==> config.mk <==
export PLATFORM = sky130hd
export DESIGN_NAME = mic3_window_stats
export DESIGN_NICKNAME = d
export VERILOG_FILES = /design/src/rtl/mic3_window_stats.sv
export SDC_FILE = /design/constraint.sdc
export NUM_CORES = 1
export LEC_CHECK = 0
export ABC_AREA = 1
export CELL_PAD_IN_SITES_DETAIL_PLACEMENT = 2
export CELL_PAD_IN_SITES_GLOBAL_PLACEMENT = 2
export CORE_MARGIN = 10
export CORE_UTILIZATION = 35
export CTS_CLUSTER_SIZE = 12
export DETAILED_ROUTE_END_ITERATION = 10
export GPL_ROUTABILITY_DRIVEN = 0
export PLACE_DENSITY = 0.91
export SLEW_MARGIN = 20
export SYNTH_ARGS = -nofsm -noshare
export SYNTH_HDL_FRONTEND = slang
export SYNTH_SLANG_ARGS = --single-unit
==> constraint.sdc <==
create_clock -name sysclk -period 7.7 [get_ports sysclk]
set_clock_uncertainty 0.1 [all_clocks]
set_input_delay 1.54 -clock sysclk [delete_from_list [all_inputs] [get_ports sysclk]]
set_output_delay 1.54 -clock sysclk [all_outputs]
set_load 0.005 [all_outputs]
==> src/rtl/mic3_window_stats.sv <==
// Per-window min/max/peak-to-peak/mean/absdev over 2^WIN_LOG2 mic samples.
// One record per window, held on a valid/ready port; records that cannot be held are counted.
module mic3_window_stats #(
    parameter int WIN_LOG2 = 10,
    parameter int MIDSCALE = 2048
) (
    input  logic        sysclk,
    input  logic        rst,
    input  logic        s_valid,
    input  logic [11:0] s_data,
    output logic        m_valid,
    input  logic        m_ready,
    output logic [11:0] m_min,
    output logic [11:0] m_max,
    output logic [11:0] m_p2p,
    output logic [11:0] m_mean,
    output logic [11:0] m_absdev,
    output logic [7:0]  overrun_cnt
);

    localparam int AW = 12 + WIN_LOG2;
    localparam logic [11:0] MID = 12'(MIDSCALE);
    localparam logic [WIN_LOG2-1:0] LAST = '1;

    typedef enum logic {
        EMPTY,
        FULL
    } state_t;

    state_t state;
    state_t state_nxt;

    logic [WIN_LOG2-1:0] cnt;
    logic [11:0]         run_min;
    logic [11:0]         run_max;
    logic [AW-1:0]       sum;
    logic [AW-1:0]       abssum;

    logic          first;
    logic          close;
    logic          load;
    logic          drop;
    logic [11:0]   dev;
    logic [11:0]   nxt_min;
    logic [11:0]   nxt_max;
    logic [AW-1:0] nxt_sum;
    logic [AW-1:0] nxt_abs;

    // Next-accumulator values include the current sample, so a closing
    // window's record can be taken straight from them.
    always_comb begin
        first   = (cnt == '0);
        close   = s_valid && (cnt == LAST);
        dev     = (s_data >= MID) ? (s_data - MID) : (MID - s_data);
        nxt_min = (first || s_data < run_min) ? s_data : run_min;
        nxt_max = (first || s_data > run_max) ? s_data : run_max;
        nxt_sum = (first ? '0 : sum) + AW'(s_data);
        nxt_abs = (first ? '0 : abssum) + AW'(dev);
    end

    always_ff @(posedge sysclk) begin
        if (rst) begin
            cnt     <= '0;
            run_min <= '0;
            run_max <= '0;
            sum     <= '0;
            abssum  <= '0;
        end else if (s_valid) begin
            cnt     <= cnt + 1'b1;
            run_min <= nxt_min;
            run_max <= nxt_max;
            sum     <= nxt_sum;
            abssum  <= nxt_abs;
        end
    end

    always_ff @(posedge sysclk) begin
        if (rst) begin
            state <= EMPTY;
        end else begin
            state <= state_nxt;
        end
    end

    always_comb begin
        state_nxt = state;
        unique case (state)
            EMPTY: begin
                if (close) begin
                    state_nxt = FULL;
                end
            end
            FULL: begin
                if (m_ready && !close) begin
                    state_nxt = EMPTY;
                end
            end
            default: state_nxt = EMPTY;
        endcase
    end

    // A close while the held record is not being taken loses the new one.
    always_comb begin
        m_valid = (state == FULL);
        load    = close && ((state == EMPTY) || m_ready);
        drop    = close && (state == FULL) && !m_ready;
    end

    always_ff @(posedge sysclk) begin
        if (rst) begin
            m_min    <= '0;
            m_max    <= '0;
            m_p2p    <= '0;
            m_mean   <= '0;
            m_absdev <= '0;
        end else if (load) begin
            m_min    <= nxt_min;
            m_max    <= nxt_max;
            m_p2p    <= nxt_max - nxt_min;
            m_mean   <= nxt_sum[AW-1:WIN_LOG2];
            m_absdev <= nxt_abs[AW-1:WIN_LOG2];
        end
    end

    always_ff @(posedge sysclk) begin
        if (rst) begin
            overrun_cnt <= '0;
        end else if (drop && overrun_cnt != 8'hFF) begin
            overrun_cnt <= overrun_cnt + 8'd1;
        end
    end

endmodule

==> results of run 1 <==
## worst max-delay path by stage
stage | depth (start not counted) | end | startpoint
6_report | 22 | m_p2p[10] | s_data[11]
5_1_grt | 21 | m_p2p[9] | s_data[11]
4_1_cts | 21 | m_p2p[9] | s_data[11]
3_5_place_dp | 17 | m_p2p[8] | s_data[11]
3_3_place_gp | 17 | m_p2p[8] | s_data[11]
2_1_floorplan | 19 | m_p2p[8] | s_data[7]
## metrics by stage
step           instances  total power [mW]
2_1_floorplan       1321              1.17
4_1_cts             1721              2.26
5_1_grt             1721              2.35
3_3_place_gp        1689              1.28
6_report            1721              2.27
3_5_place_dp        1689              1.32
## final cells by class
cell class              count  area [um2]
inverters                 259         975
repair buffers             89         881
multi-input cells         864        4890
fillers                  2960       14600
clock inverters            15         166
clock buffers              17         425
flip-flops and latches    147        2940
well taps                 330         413
## registers in the layout, summed over array words and instances, names as in the netlist
name,count
run_min,12
cnt,10
m_min,12
m_p2p,12
abssum,22
m_max,12
run_max,12
m_mean,12
m_absdev,12
sum,22
m_valid,1
overrun_cnt,8
## power by group through the flow
stage          logic [mW]  registers (mW)  clock network (mW)
6_report            0.563           0.811               0.893
5_1_grt             0.609           0.814               0.932
4_1_cts             0.552           0.810               0.899
3_5_place_dp        0.495           0.824                   0
3_3_place_gp        0.463           0.822                   0
2_1_floorplan       0.348           0.819                   0
## synth_stat cells (2+ instances only)
| cell | count | area [um2] |
|---|---|---|
| dfxtp_1 | 147 | 2940 |
| nand2_1 | 221 | 830 |
| o211ai_1 | 28 | 210 |
| a21oi_1 | 112 | 561 |
| xnor2_1 | 13 | 114 |
| ha_1 | 62 | 776 |
| nor2_2 | 2 | 12.5 |
| inv_1 | 255 | 957 |
| fa_1 | 3 | 60.1 |
| a21o_1 | 4 | 30.0 |
| o21ai_1 | 23 | 115 |
| buf_6 | 3 | 33.8 |
| buf_2 | 10 | 50.1 |
| o21bai_1 | 22 | 165 |
| nor2_1 | 104 | 390 |
| buf_4 | 6 | 45.0 |
| nand3_2 | 3 | 30.0 |
| clkbuf_1 | 26 | 97.6 |
| o21a_1 | 17 | 128 |
| nor2_4 | 3 | 33.8 |
| nand2_2 | 5 | 31.3 |
| a31oi_1 | 2 | 12.5 |
| nor3_2 | 3 | 30.0 |
| o21ai_0 | 101 | 505 |
| or2_2 | 4 | 25.0 |
| nor3_1 | 13 | 65.1 |
| nand4_1 | 11 | 68.8 |
| inv_2 | 3 | 11.3 |
| nand3b_1 | 9 | 67.6 |
| buf_1 | 6 | 22.5 |
| nand3_1 | 63 | 315 |
| xor2_1 | 27 | 236 |
## kinds of logic after synthesis
family                     count (synthesis)  synth area share
DFF                                      147             0.325
buffers and inverters                    310             0.135
xor gates and xnor gates                  40            0.0387
AOI/OAI and AO/OA                        315             0.197
and+or+nand+nor                          444             0.213
adders and majority gates                 65            0.0923
## per-layer routing
layer / vias to the layer above / wire length, um / GRT usage / share of wire
met5: - / 0 / 0 / 0
met4: 0 / 1590 / 0.115 / 0.038
met3: 108 / 2160 / 0.0517 / 0.052
met2: 321 / 21700 / 0.461 / 0.52
met1: 4860 / 16400 / 0.268 / 0.39
li1: 4340 / - / - / -
## worst max-delay path, stage by stage
cell and delay (ns):
clkdlybuf4s50_1 0.72, ha_1 0.48, nand2_1 0.08, inv_1 0.07, nand2_1 0.09, nor2_1 0.19
nand2_1 0.10, nand3_1 0.09, nand2_1 0.11, nand2_2 0.40, nand2_1 0.15, o21ai_1 0.28
ha_1 0.41, a21oi_1 0.28, o21ai_0 0.24, nand2_1 0.13, nand4_1 0.15, nand2_1 0.10
inv_1 0.05, o21ai_0 0.20, o211ai_1 0.15, inv_1 0.12
==> results.ini, run 1 <==
[sta]
worst_slack_ns=1.85
tightest_slew_ns=1.08
hold_viol_final=0
whs_ns=0.367
slew_headroom=0.281
fin_crit_ns=5.85
rsz0062_at_grt=no
slew_violations=0
fmax_mhz=171
setup_viol=0
tns_ns=0
post-route-period-util=0.760

[grt]
grt_pass1_vias=10900
grt_first_pass_wirelength_um=65600
grt_usage=0.250
grt_overflow=0
grt_max_degree=95
antenna_found_initial=0

[power]
power.switching_mw=0.847
pwr-share-clk=0.394
p_per_area_nw_per_um2=212
power.leakage_nw=5.19
p_comb_frac=0.248
sequentialPowerShare=0.358
netSwitchingFraction=0.374
ir_drop_v=0.000129
p_int_mw=1.42

[clock_tree]
cts.repair.resized=0
clkTransAtPathRegs_ns=0.08
cts_hold_buf=0
cts_buffer_depth=2
htree_levels=4
root_buffer=clkbuf_16
cts_setup_buffers=0
clock_latency_ns=0.46
cts_made_buffers=17
cts.sinks=147
tritoncts=built

[floorplan]
coreArea_um2=25300
die_area_um2=32700
initial_core_util=0.358
io_pins=85
placementRows=58
die_w_um=181
die_h_um=181

[detailed_routing]
drt_iter0_drc=631
via_count=9629
wl_per_cell_um=24.3
drt-pass1-iter-count=5
ant_nets=0
drc=0
drt-vias-per-instance=5.60
wl_um=41900

[critical_path]
endpoint_kind=register
reg2reg_slack_ns=3.26
critPathRequiredTime_ns=8.00
worstPathMaxFanout=24
cp-start-kind=input pin
worstPathArrival_ns=6.15
timing.rr.end=m_p2p[10]
reg2reg_from=cnt[1]
path_class=in -> reg
reg2reg_depth=19

[placed_design]
portBuffers=84
place_area_um2=10100
pre_cts_ws_ns=2.08
dp_hpwl_um=23700

[worst_hold_path]
min_path_cells=2
min-delay-start=abssum[0]
hold_path_class=reg -> reg
holdPathEnd=abssum[0]

[synth]
synthCells=1321
yosysSeqAreaShare=0.325
syn_avg_cell_area_um2=6.86
async_reset_ff_frac=0
ys_types=42
ys_seq_elements=147
syn_area_um2=9060
syn_nets=1402
ys.flop_type=dfxtp_1
synth_edf_count=0
ys.warnings.count=0

[run_status]
status=complete, no violations

[layout]
synthToLayoutAreaGrowth_pct=18.1
diodes=0
final_area_um2=10700
fin_nets=1459
fin_util=0.422
final_common_cell=inv_1
drive_gt1_frac=0.0482
final_cell_mix=inv_1, nand2_1, dfxtp_1

[flow_run]
maxCapViolCount=0

Note: power is estimated with default switching activity, not from simulation.
==> run 2, diff against run 1 <==
Settings changed: CORE_UTILIZATION 35 to 29, PLACE_DENSITY 0.91 to 0.81.
Clock period 7.7 ns to 5 ns, I/O delays scaled along.
==> results.ini, run 2 (synthesis gave the netlist of run 1 again) <==
[run_status]
status=complete, no violations  ; unchanged

[detailed_routing]
drt-pass1-iter-count=4  ; was 5
via_count=8988  ; was 9629
ant_nets=0  ; unchanged
drt-vias-per-instance=4.97  ; was 5.60
wl_um=33300  ; was 41900 um
drt_iter0_drc=284  ; was 631
drc=0  ; unchanged
wl_per_cell_um=18.4  ; was 24.3 um

[grt]
grt_first_pass_wirelength_um=54500  ; was 65600 um
grt_max_degree=96  ; was 95
antenna_found_initial=0  ; unchanged
grt_usage=0.173  ; was 0.250
grt_pass1_vias=10200  ; was 10900
grt_overflow=0  ; unchanged

[clock_tree]
tritoncts=built  ; unchanged
cts_made_buffers=17  ; unchanged
root_buffer=clkbuf_16  ; unchanged
cts_hold_buf=0  ; unchanged
clock_latency_ns=0.45  ; was 0.46 ns
htree_levels=4  ; unchanged
cts.sinks=147  ; unchanged
cts_buffer_depth=2  ; unchanged
clkTransAtPathRegs_ns=0.06  ; was 0.08 ns

[critical_path]
startpoint=s_data[8]  ; was s_data[11]
worstPathMaxFanout=24  ; unchanged
critPathRequiredTime_ns=5.24  ; was 8.00 ns
cp-start-kind=input pin  ; unchanged
path_class=in -> reg  ; unchanged
endpoint_kind=register  ; unchanged
worstPathArrival_ns=4.92  ; was 6.15 ns
reg2reg_from=run_min[11]  ; was cnt[1]

[floorplan]
die_area_um2=38700  ; was 32700 um2
die_w_um=197  ; was 181 um
coreArea_um2=30700  ; was 25300 um2
die_h_um=197  ; was 181 um
placementRows=64  ; was 58
io_pins=85  ; unchanged
initial_core_util=0.295  ; was 0.358

[sta]
post-route-period-util=0.935
fin_crit_ns=4.68
tightest_slew_ns=1.05  ; was 1.08 ns
setup_viol=0  ; unchanged
slew_violations=0  ; unchanged
fmax_mhz=214
hold_viol_final=0  ; unchanged
rsz0062_at_grt=no  ; unchanged
worst_slack_ns=0.324  ; was 1.85 ns
slew_headroom=0.299  ; was 0.281

[power]
p_comb_frac=0.247  ; was 0.248
power.switching_mw=1.12  ; was 0.847 mW
sequentialPowerShare=0.375  ; was 0.358
netSwitchingFraction=0.339  ; was 0.374
power.leakage_nw=5.29  ; was 5.19 nW
p_total_mw=3.32  ; was 2.27 mW
p_int_mw=2.19  ; was 1.42 mW
ir_drop_v=0.000173  ; was 0.000129 V
pwr-share-clk=0.378  ; was 0.394
p_per_area_nw_per_um2=304  ; was 212 nW/um2

[worst_hold_path]
hold_path_class=reg -> reg  ; unchanged
min-delay-start=abssum[0]  ; unchanged

[layout]
reg.largest.list=abssum: 22 flops, sum: 22 flops  ; unchanged
synthToLayoutAreaGrowth_pct=20.6  ; was 18.1%
drive_gt1_frac=0.0630  ; was 0.0482
final_cell_mix=inv_1, nand2_1, dfxtp_1  ; unchanged
fillers=3620  ; was 2960
final_common_cell=inv_1  ; unchanged
final_cells=1810  ; was 1721
fin_nets=1481  ; was 1459

[placed_design]
dp_hpwl_um=23800  ; was 23700 um
dp_cells=1777  ; was 1689
portBuffers=84  ; unchanged
pre_cts_ws_ns=-0.124  ; was 2.08 ns

[flow_run]
maxCapViolCount=0  ; unchanged

==> run 2: metrics by stage <==
step                      TNS [ns]  cell area [um2]  hold slack, ns  utilization
after floorplan                  0             9060           0.334            -
final                            0            10900           0.373        0.356
after detailed placement    -0.263            10400           0.362        0.338
after global placement     -0.0465            10400           0.352        0.338
after global routing             0            10900           0.417        0.356
after CTS                        0            10900           0.371        0.356
==> run 2: worst max-delay path: stages <==
cell             delay (ns)
clkdlybuf4s50_1        0.68
ha_1                   0.43
nand4_1                0.14
nor2_1                 0.17
nand2_1                0.08
nand2_1                0.16
nand2_2                0.32
o21ai_1                0.64
ha_1                   0.35
nand3_1                0.09
nand2_1                0.11
a21o_1                 0.22
a31oi_1                0.20
nand3b_1               0.14
nand3_1                0.07
nand2_1                0.08
inv_1                  0.04
==> run 2: final timing paths <==
kind,to,slack (ns),cells past startpoint
worst max-delay path,m_p2p[11],0.32,17
worst min-delay path,abssum[0],0.37,2
worst max register to register,m_p2p[11],1.17,17
worst min register to register,abssum[0],0.37,2
==> run 2: layer usage <==
metal  wire [um]  global-route usage  part of all wire
met2       17000               0.312              0.51
met4         850              0.0620             0.026
met3        1020              0.0334             0.031
met5           0                   0                 0
met1       14400               0.200              0.43
==> run 2: area by class of cell <==
class                           instances  area (um2)  area share
Multi-Input combinational cell        864        4900       0.448
Sequential cell                       147        2940       0.269
Timing Repair Buffer                  111        1060      0.0969
Inverter                              259         975      0.0892
Tap cell                              396         495      0.0454
Clock buffer                           19         443      0.0406
Clock inverter                         13         109     0.00997
Antenna cell                            1        2.50    0.000229
==> run 2: power by group through the flow <==
| stage | Combinational (mW) | Clock (mW) | Sequential (mW) |
|---|---|---|---|
| floorplan | 0.536 | 0 | 1.26 |
| global placement | 0.764 | 0 | 1.27 |
| detailed placement | 0.801 | 0 | 1.27 |
| CTS | 0.821 | 1.30 | 1.24 |
| global route | 0.922 | 1.34 | 1.25 |
| finish | 0.819 | 1.25 | 1.24 |
==> run 2: what timing repair did <==
action	CTS	global route
endpoints found under the setup margin	0	1
buffers inserted	0	0
resized for setup	0	1
hold endpoints to repair	0	0
